===== src/rtl/noc_vc_input_port_if.sv =====
// Link-side bundle of a router input port: flit push, allocator pop, per-VC status and credit return.
interface noc_vc_input_port_if #(
    parameter int DATA_W = 16,
    parameter int DEPTH  = 5,
    parameter int NUM_VC = 2,
    parameter int VC_W   = (NUM_VC > 1) ? $clog2(NUM_VC) : 1,
    parameter int CNT_W  = $clog2(DEPTH + 1)
);
    logic [DATA_W-1:0]        data_i;
    logic                     write_en;
    logic [VC_W-1:0]          write_vc_i;
    logic                     shift;
    logic [VC_W-1:0]          shift_vc_i;
    logic [NUM_VC*DATA_W-1:0] data_o;
    logic [NUM_VC-1:0]        read_valid_o;
    logic [NUM_VC-1:0]        full_o;
    logic [NUM_VC*CNT_W-1:0]  count_o;
    logic                     credit_o;
    logic [VC_W-1:0]          credit_vc_o;
    logic                     overflow_err_o;
    logic                     underflow_err_o;

    // master drives the link and the allocator pop; slave is the input port
    modport master (
        output data_i, write_en, write_vc_i, shift, shift_vc_i,
        input  data_o, read_valid_o, full_o, count_o, credit_o, credit_vc_o,
               overflow_err_o, underflow_err_o
    );

    modport slave (
        input  data_i, write_en, write_vc_i, shift, shift_vc_i,
        output data_o, read_valid_o, full_o, count_o, credit_o, credit_vc_o,
               overflow_err_o, underflow_err_o
    );
endinterface


===== src/rtl/noc_vc_input_port.sv =====
// Router input port: NUM_VC show-ahead circular FIFOs fed from one link, popped by the
// switch allocator one VC per cycle, with credit return and sticky error flags.
module noc_vc_input_port #(
    parameter int DATA_W = 16,
    parameter int DEPTH  = 5,
    parameter int NUM_VC = 2
) (
    input logic                clk,
    input logic                rst,
    noc_vc_input_port_if.slave port
);
    localparam int VC_W  = (NUM_VC > 1) ? $clog2(NUM_VC) : 1;
    localparam int CNT_W = $clog2(DEPTH + 1);
    localparam int PTR_W = $clog2(DEPTH);

    // Handshake: a push (write_en) is taken at the edge only when its VC is in range and
    // not full at cycle start; a pop (shift) is taken only when its VC is in range and
    // non-empty at cycle start. Neither side waits: refused requests are dropped and flagged.

    logic [DATA_W-1:0] mem [NUM_VC][DEPTH];
    logic [PTR_W-1:0]  rd_ptr [NUM_VC];
    logic [PTR_W-1:0]  wr_ptr [NUM_VC];
    logic [CNT_W-1:0]  count [NUM_VC];

    logic [NUM_VC-1:0] push_v;
    logic [NUM_VC-1:0] pop_v;
    logic              push_err;
    logic              pop_err;

    function automatic logic [PTR_W-1:0] next_ptr(input logic [PTR_W-1:0] p);
        // DEPTH need not be a power of two, so the wrap is explicit
        return (p == PTR_W'(DEPTH - 1)) ? '0 : p + PTR_W'(1);
    endfunction

    always_comb begin
        push_v = '0;
        pop_v  = '0;
        for (int v = 0; v < NUM_VC; v++) begin
            push_v[v] = port.write_en && (port.write_vc_i == VC_W'(v)) &&
                        (count[v] != CNT_W'(DEPTH));
            pop_v[v]  = port.shift && (port.shift_vc_i == VC_W'(v)) &&
                        (count[v] != '0);
        end
        push_err = port.write_en && (push_v == '0);
        pop_err  = port.shift && (pop_v == '0);
    end

    always_ff @(posedge clk) begin
        for (int v = 0; v < NUM_VC; v++) begin
            if (push_v[v]) begin
                mem[v][wr_ptr[v]] <= port.data_i;
            end
        end
    end

    always_ff @(posedge clk) begin
        if (rst) begin
            for (int v = 0; v < NUM_VC; v++) begin
                rd_ptr[v] <= '0;
                wr_ptr[v] <= '0;
                count[v]  <= '0;
            end
            port.credit_o        <= 1'b0;
            port.credit_vc_o     <= '0;
            port.overflow_err_o  <= 1'b0;
            port.underflow_err_o <= 1'b0;
        end else begin
            for (int v = 0; v < NUM_VC; v++) begin
                if (push_v[v]) begin
                    wr_ptr[v] <= next_ptr(wr_ptr[v]);
                end
                if (pop_v[v]) begin
                    rd_ptr[v] <= next_ptr(rd_ptr[v]);
                end
                count[v] <= count[v] + CNT_W'(push_v[v]) - CNT_W'(pop_v[v]);
            end
            port.credit_o <= (pop_v != '0);
            if (pop_v != '0) begin
                port.credit_vc_o <= port.shift_vc_i;
            end
            if (push_err) begin
                port.overflow_err_o <= 1'b1;
            end
            if (pop_err) begin
                port.underflow_err_o <= 1'b1;
            end
        end
    end

    for (genvar v = 0; v < NUM_VC; v++) begin : g_out
        assign port.data_o[v*DATA_W +: DATA_W] = mem[v][rd_ptr[v]];
        assign port.count_o[v*CNT_W +: CNT_W]  = count[v];
        assign port.read_valid_o[v]            = (count[v] != '0);
        assign port.full_o[v]                  = (count[v] == CNT_W'(DEPTH));
    end

endmodule


===== src/flat_wrapper.sv =====
// flat-port wrapper written by rule: the top's interface ports become plain ports
module noc_vc_input_port_flat 
#(
    parameter int DATA_W = 16,
    parameter int DEPTH  = 5,
    parameter int NUM_VC = 2
)
  (clk, rst, port_data_i, port_write_en, port_write_vc_i, port_shift, port_shift_vc_i, port_data_o, port_read_valid_o, port_full_o, port_count_o, port_credit_o, port_credit_vc_o, port_overflow_err_o, port_underflow_err_o);
  noc_vc_input_port_if #(.DATA_W(DATA_W), .DEPTH(DEPTH), .NUM_VC(NUM_VC)) port_i ();
  input logic clk;
  input logic rst;
  input wire logic [$bits(port_i.data_i)-1:0] port_data_i;
  input wire logic [$bits(port_i.write_en)-1:0] port_write_en;
  input wire logic [$bits(port_i.write_vc_i)-1:0] port_write_vc_i;
  input wire logic [$bits(port_i.shift)-1:0] port_shift;
  input wire logic [$bits(port_i.shift_vc_i)-1:0] port_shift_vc_i;
  output wire logic [$bits(port_i.data_o)-1:0] port_data_o;
  output wire logic [$bits(port_i.read_valid_o)-1:0] port_read_valid_o;
  output wire logic [$bits(port_i.full_o)-1:0] port_full_o;
  output wire logic [$bits(port_i.count_o)-1:0] port_count_o;
  output wire logic [$bits(port_i.credit_o)-1:0] port_credit_o;
  output wire logic [$bits(port_i.credit_vc_o)-1:0] port_credit_vc_o;
  output wire logic [$bits(port_i.overflow_err_o)-1:0] port_overflow_err_o;
  output wire logic [$bits(port_i.underflow_err_o)-1:0] port_underflow_err_o;
  assign port_i.data_i = port_data_i;
  assign port_i.write_en = port_write_en;
  assign port_i.write_vc_i = port_write_vc_i;
  assign port_i.shift = port_shift;
  assign port_i.shift_vc_i = port_shift_vc_i;
  assign port_data_o = port_i.data_o;
  assign port_read_valid_o = port_i.read_valid_o;
  assign port_full_o = port_i.full_o;
  assign port_count_o = port_i.count_o;
  assign port_credit_o = port_i.credit_o;
  assign port_credit_vc_o = port_i.credit_vc_o;
  assign port_overflow_err_o = port_i.overflow_err_o;
  assign port_underflow_err_o = port_i.underflow_err_o;
  noc_vc_input_port #(.DATA_W(DATA_W), .DEPTH(DEPTH), .NUM_VC(NUM_VC)) u_core (.clk(clk), .rst(rst), .port(port_i));
endmodule

===== config.mk =====
export PLATFORM = sky130hd
export DESIGN_NAME = noc_vc_input_port_flat
export DESIGN_NICKNAME = d
export VERILOG_FILES = /design/src/rtl/noc_vc_input_port_if.sv /design/src/rtl/noc_vc_input_port.sv /design/src/flat_wrapper.sv
export SDC_FILE = /design/constraint.sdc
export NUM_CORES = 1
export LEC_CHECK = 0
export CAP_MARGIN = 10
export CORE_UTILIZATION = 27
export DETAILED_ROUTE_END_ITERATION = 8
export SLEW_MARGIN = 20
export SYNTH_ARGS = -nofsm -noshare
export SYNTH_HDL_FRONTEND = slang
export SYNTH_SLANG_ARGS = --single-unit

===== constraint.sdc =====
create_clock -name clk -period 10.3 [get_ports clk]
set_clock_uncertainty 0.2 [all_clocks]
set_input_delay 1.545 -clock clk [delete_from_list [all_inputs] [get_ports clk]]
set_output_delay 1.545 -clock clk [all_outputs]
set_load 0.05 [all_outputs]

==> flow_summary.yaml, run 1 <==
yosys:
  syn_nets: 516
  syn-cell-area_sq_um: 7580
  synth_top_area_cell: "edfxtp_1"
  yosysTopAreaCellShare_pct: 68.1
  ys_seq_area_share_pct: 70.7
  synth.distinct_cells: 47
  avgSynthCellArea_sq_um: 15.8
  async_flop_share_pct: 0
  synth_cells: 480
  ys_ff_latch: 182
  synthFlopType: "edfxtp_1"
  yosys_warnings: 0
  synth_area_leaders: "edfxtp_1 68%, mux2i_1 4.9%, mux2_2 4.5%, dfxtp_1 2.6%, ha_1 2.0%"
  synth_edf_count: 172
timing:
  setup_tns_ns: 0
  max_freq_mhz: 190
  period_minus_slack_ns: 5.28
  final.period_utilization_pct: 51.2
  hold_ws_ns: 0.293
  rsz0062_at_grt: "false"
  setup_viol: 0
  tightest_slew_ns: 0.944
  hold_viol_final: 0
  slew_headroom_pct: 37.1
  slew_viol_final: 0
detailed_routing:
  wl_um: 16800
  drt_iter0_markers: 387
  ant_nets: 0
  viasPerCell: 4.53
  wl_per_cell_um: 18.0
  vias: 4238
  drc: 0
  firstDrtPassIters: 4
power:
  p_leak_nw: 3.09
  cellPowerDensity_nw_per_um2: 218
  total_power_mw: 2.04
  ir_worst_vdd_mv: 0.127
finish:
  final_util_pct: 34.2
  drive_gt1_share_pct: 16.5
  final_cell_mix: "172 x edfxtp_1, 67 x clkdlybuf4s50_1, 37 x mux2i_1"
  synthToLayoutAreaGrowth_pct: 23.0
  final_common_cell: "edfxtp_1"
  fin_nets: 587
  diodes: 0
floorplanning:
  start_util_pct: 27.8
  die_w_um: 170
  coreArea_sq_um: 27300
  io_pins: 68
  die_h_um: 170
  rows: 60
  die_area_sq_um: 28800
setup_path:
  cp-end-kind: "primary output"
  cp.buffers_inverters: 2
  crit_chain: "clkinv_1, a221oi_1, nor2_1, clkdlybuf4s50_1"
  cp.depth: 4
  path_class: "flop to primary output"
  crit_path_max_incr_delay_ns: 0.92
  startpoint: "u_core.rd_ptr[0][3]"
  crit_fanout: 20
  startpoint_type: "flop"
  crit_slowest_cell: "edfxtp_1"
  rr_worst_depth: 5
  crit_family: "buffers and inverters"
  reg2reg_to: "u_core.rd_ptr[0][5]"
  worst-r2r-setup-slack_ns: 7.35
  reg2reg_from: "u_core.rd_ptr[0][3]"
  critical_path.endpoint: "port_data_o[19]"
  cp.required_ns: 8.56
  cp.arrival_ns: 3.53
clocking:
  cts_hold_buf: 0
  cts_tree: "yes"
  cts_resized: 0
  htree_num_levels: 4
  clk_path_buf_depth: 2
  cts_buffers: 17
  cts.sinks: 182
  cts-root-buf: "clkbuf_16"
  clkTransAtPathRegs_ns: 0.07
  post_cts_buffers: 0
  clk_latency_ns: 0.43
outcome:
  status: "finished clean"
global_routing:
  grt.overflow.total: 0
  first_global_vias: 4471
  grt_max_degree: 37
  grt_usage_pct: 12.2
  antenna_found_initial: 1
  grt_pass1_wl_um: 26100
placement:
  hpwl_um: 10800
  gp_congestion: 0.768
  port_buffers: 67
job:
  drv_cap: 0
worst_hold_path:
  hold_class: "flop to flop"
==> through the flow <==
step / cell area (sq um) / setup slack [ns] / cells
floorplan: 7580 / 6.10 / 480
global placement: 8720 / 5.60 / 903
detailed placement: 8720 / 5.51 / 903
CTS: 9320 / 5.02 / 934
global route: 9330 / 4.79 / 935
finish: 9330 / 5.02 / 935
==> layout make-up <==
| type | instances | area (sq um) |
|---|---|---|
| flip-flops and latches | 182 | 5370 |
| multi-input cells | 251 | 2070 |
| repair buffers | 78 | 761 |
| well taps | 372 | 465 |
| inverters | 21 | 78.8 |
| clock buffers | 17 | 425 |
| clock inverters | 14 | 165 |
| fillers | 2592 | 17900 |
==> power breakdown <==
part           internal [mW]  total [mW]  switching, mW  leakage (nW)
combinational          0.182       0.510          0.328          1.15
clock                  0.344       0.642          0.298         0.283
sequential             0.845       0.886         0.0412          1.66
==> how the worst min path moves through the flow <==
stage	startpoint	to	cells after the start
3_5_place_dp	u_core.port.overflow_err_o	u_core.port.overflow_err_o	2
3_3_place_gp	u_core.port.underflow_err_o	u_core.port.underflow_err_o	2
4_1_cts	u_core.port.overflow_err_o	u_core.port.overflow_err_o	2
6_report	u_core.port.overflow_err_o	u_core.port.overflow_err_o	2
5_1_grt	u_core.port.overflow_err_o	u_core.port.overflow_err_o	2
2_1_floorplan	u_core.wr_ptr[0][0]	u_core.wr_ptr[0][0]	1
==> cells in the mapped netlist (3+ instances only) <==
cell and instances:
buf_4 4, dfxtp_1 10, nor4_1 5, o2bb2ai_1 15
inv_1 19, o21ai_0 18, o21a_1 16, ha_1 12
nor4b_1 3, nand2b_1 3, clkbuf_1 12, nand2_1 6
nor2_1 30, mux2_2 30, a221oi_1 15, nor2b_1 4
edfxtp_1 172, buf_2 10, a21oi_1 19, mux2i_1 37
and3_1 6
==> cell families after synthesis <==
| family | Yosys count | synth area share, % |
|---|---|---|
| AO/OA/AOI/OAI | 88 | 8.00 |
| XOR/XNOR | 3 | 0.347 |
| adder cells (fa/ha/maj) | 14 | 2.51 |
| buffers and inverters | 47 | 2.69 |
| flip-flops | 182 | 70.7 |
| multiplexers | 67 | 9.34 |
| AND/OR/NAND/NOR | 79 | 6.37 |
==> sequential cells by signal (all words and copies together), names as in the netlist <==
register and cells:
u_core.count 6, u_core.mem 160, u_core.port.credit_o 1, u_core.port.credit_vc_o 1, u_core.port.overflow_err_o 1, u_core.port.underflow_err_o 1, u_core.rd_ptr 6, u_core.wr_ptr 6
==> per-layer routing <==
metal	GRT usage, %	vias up	wire length [um]
li1	-	1995	-
met1	14.8	2130	7250
met2	20.7	96	8560
met3	3.54	15	817
met4	4.07	2	163
met5	0	-	13
==> worst min-delay path, delay by kind of cell, from the launching register on <==
family / cells / cell delay (ns)
DFF: 1 / 0.32
AOI/OAI and AO/OA: 1 / 0.08
buffers and inverters: 1 / 0.05
Power figures use the tool's default switching activity.
==> run 2: changes to the inputs <==
==> constraint.sdc (replaced) <==
create_clock -name clk -period 5.35 [get_ports clk]
set_clock_uncertainty 0.2 [all_clocks]
set_input_delay 0.8025 -clock clk [delete_from_list [all_inputs] [get_ports clk]]
set_output_delay 0.8025 -clock clk [all_outputs]
set_load 0.05 [all_outputs]
==> run 2 against run 1 <==
  * Wire length decreased by 0.83%
  * Via count increased by 0.97%
  * Cell count increased by 0.32%
  * Die area unchanged
  * Sequential cell count unchanged
  * Combinational power increased by 94%
  * Clock-buffer cell count increased by 1
  * Critical path type unchanged
  * Largest power group unchanged
==> flow_summary.yaml, run 2 (same netlist as run 1, synthesis figures left out) <==
power:
  comb_power_share_pct: 25.3
  power_frac_clock_pct: 31.3
  p_int_mw: 2.64
  ir_worst_vdd_mv: 0.274
  p_sw_share_pct: 32.6
  cellPowerDensity_nw_per_um2: 419
  p_leak_nw: 3.08
  seqPwrFrac_pct: 43.4
  netSwitchingPower_mw: 1.28
finish:
  diodes: 0
  multiInputGateArea_sq_um: 2070
  fin_nets: 589
  drive_gt1_share_pct: 16.4
  fillerInstances: 2597
  layout.area.seq_sq_um: 5370
  largest_reg_flops: 160
  final_common_cell: "edfxtp_1"
  final_cell_mix: "172 x edfxtp_1, 67 x clkdlybuf4s50_1, 37 x mux2i_1"
  finalInstanceArea_sq_um: 9330
  synthToLayoutAreaGrowth_pct: 23.0
placement:
  port_buffers: 67
  gp_congestion: 0.768
  placedInstanceArea_sq_um: 8740
  dpl_worst_slack_ns: 1.66
  hpwl_um: 10700
setup_path:
  crit_slowest_cell: "clkdlybuf4s50_1"
  crit_family: "simple AND/OR/NAND/NOR gates"
  cp.arrival_ns: 3.14
  crit_chain: "and2b_1, a221oi_1, nor2_1, clkdlybuf4s50_1"
  crit_fanout: 21
  cp.required_ns: 4.35
  path_class: "flop to primary output"
  startpoint_type: "flop"
  crit_path_max_incr_delay_ns: 0.89
  cp-end-kind: "primary output"
  cp.buffers_inverters: 1
detailed_routing:
  wl_per_cell_um: 17.8
  viasPerCell: 4.56
  drt_iter0_markers: 315
  ant_nets: 0
  wl_um: 16700
  drc: 0
  vias: 4279
  firstDrtPassIters: 4
clocking:
  htree_num_levels: 4
  clk_path_buf_depth: 2
  clkTransAtPathRegs_ns: 0.07
  cts-root-buf: "clkbuf_16"
  cts.sinks: 182
  clk_latency_ns: 0.43
  cts_hold_buf: 0
  cts_tree: "yes"
  cts_buffers: 17
  cts_resized: 0
  post_cts_buffers: 0
timing:
  slew_viol_final: 0
  hold_viol_final: 0
  slew_headroom_pct: 42.2
  final.period_utilization_pct: 77.3
  setup_viol: 0
  rsz0062_at_grt: "false"
  tightest_slew_ns: 0.867
  worst_slack_ns: 1.21
  hold_ws_ns: 0.300
  period_minus_slack_ns: 4.14
  setup_tns_ns: 0
  max_freq_mhz: 242
global_routing:
  grt_pass1_wl_um: 25600
  grtUsageMet2_pct: 20.4
  antenna_found_initial: 1
  busiest_layer: "met2"
  met1_usage_pct: 14.5
  met3_usage_pct: 3.29
  first_global_vias: 4498
  grt.overflow.total: 0
  grt_max_degree: 37
  grt_usage_pct: 12.0
job:
  drv_cap: 0
floorplanning:
  die_w_um: 170
  die_h_um: 170
  start_util_pct: 27.8
  die_area_sq_um: 28800
  coreArea_sq_um: 27300
  rows: 60
  io_pins: 68
outcome:
  status: "finished clean"
worst_hold_path:
  hold_class: "flop to flop"
[run 2: area by class of cell]
type	instances	area share, %
Tap cell	372	4.99
Sequential cell	182	57.5
Inverter	21	0.845
Timing Repair Buffer	80	8.32
Clock buffer	18	4.60
Multi-Input combinational cell	251	22.2
Clock inverter	14	1.56
[run 2: path summary, 6_finish.rpt]
kind	cells past startpoint	endpoint	from	slack, ns
worst min register to register	2	u_core.port.underflow_err_o	u_core.port.underflow_err_o	0.30
worst max-delay path	4	port_data_o[26]	u_core.rd_ptr[0][5]	1.21
worst max register to register	11	u_core.count[0][5]	u_core.count[0][4]	2.76
worst min-delay path	2	u_core.port.underflow_err_o	u_core.port.underflow_err_o	0.30
[run 2: stage by stage]
stage / cells / util, % / total power, mW
floorplan: 480 / - / 2.39
global placement: 905 / 32.1 / 2.70
detailed placement: 905 / 32.1 / 2.72
CTS: 937 / 34.2 / 3.94
global route: 938 / 34.2 / 4.06
finish: 938 / 34.2 / 3.91
[run 2: routing by layer]
metal  vias to the layer above  routed length [um]
li1                       2001                   -
met1                      2173                7380
met2                        86                8340
met3                        17                 674
met4                         2                 255
met5                         -                  11
[run 2: power by group through the flow]
stage | Sequential, mW | Combinational, mW | Clock, mW
after CTS | 1.70 | 0.994 | 1.24
after global routing | 1.71 | 1.06 | 1.30
final | 1.70 | 0.990 | 1.22
after detailed placement | 1.73 | 0.988 | 0
after floorplan | 1.76 | 0.629 | 0
after global placement | 1.73 | 0.971 | 0
[run 2: worst register-to-register path: cells and delay by family (launching register included)]
family / cells / cell delay [ns]
xor+xnor: 1 / 0.16
simple gates: 4 / 0.80
fa+ha+maj: 3 / 0.76
buf+inv: 3 / 0.21
flops: 1 / 0.38
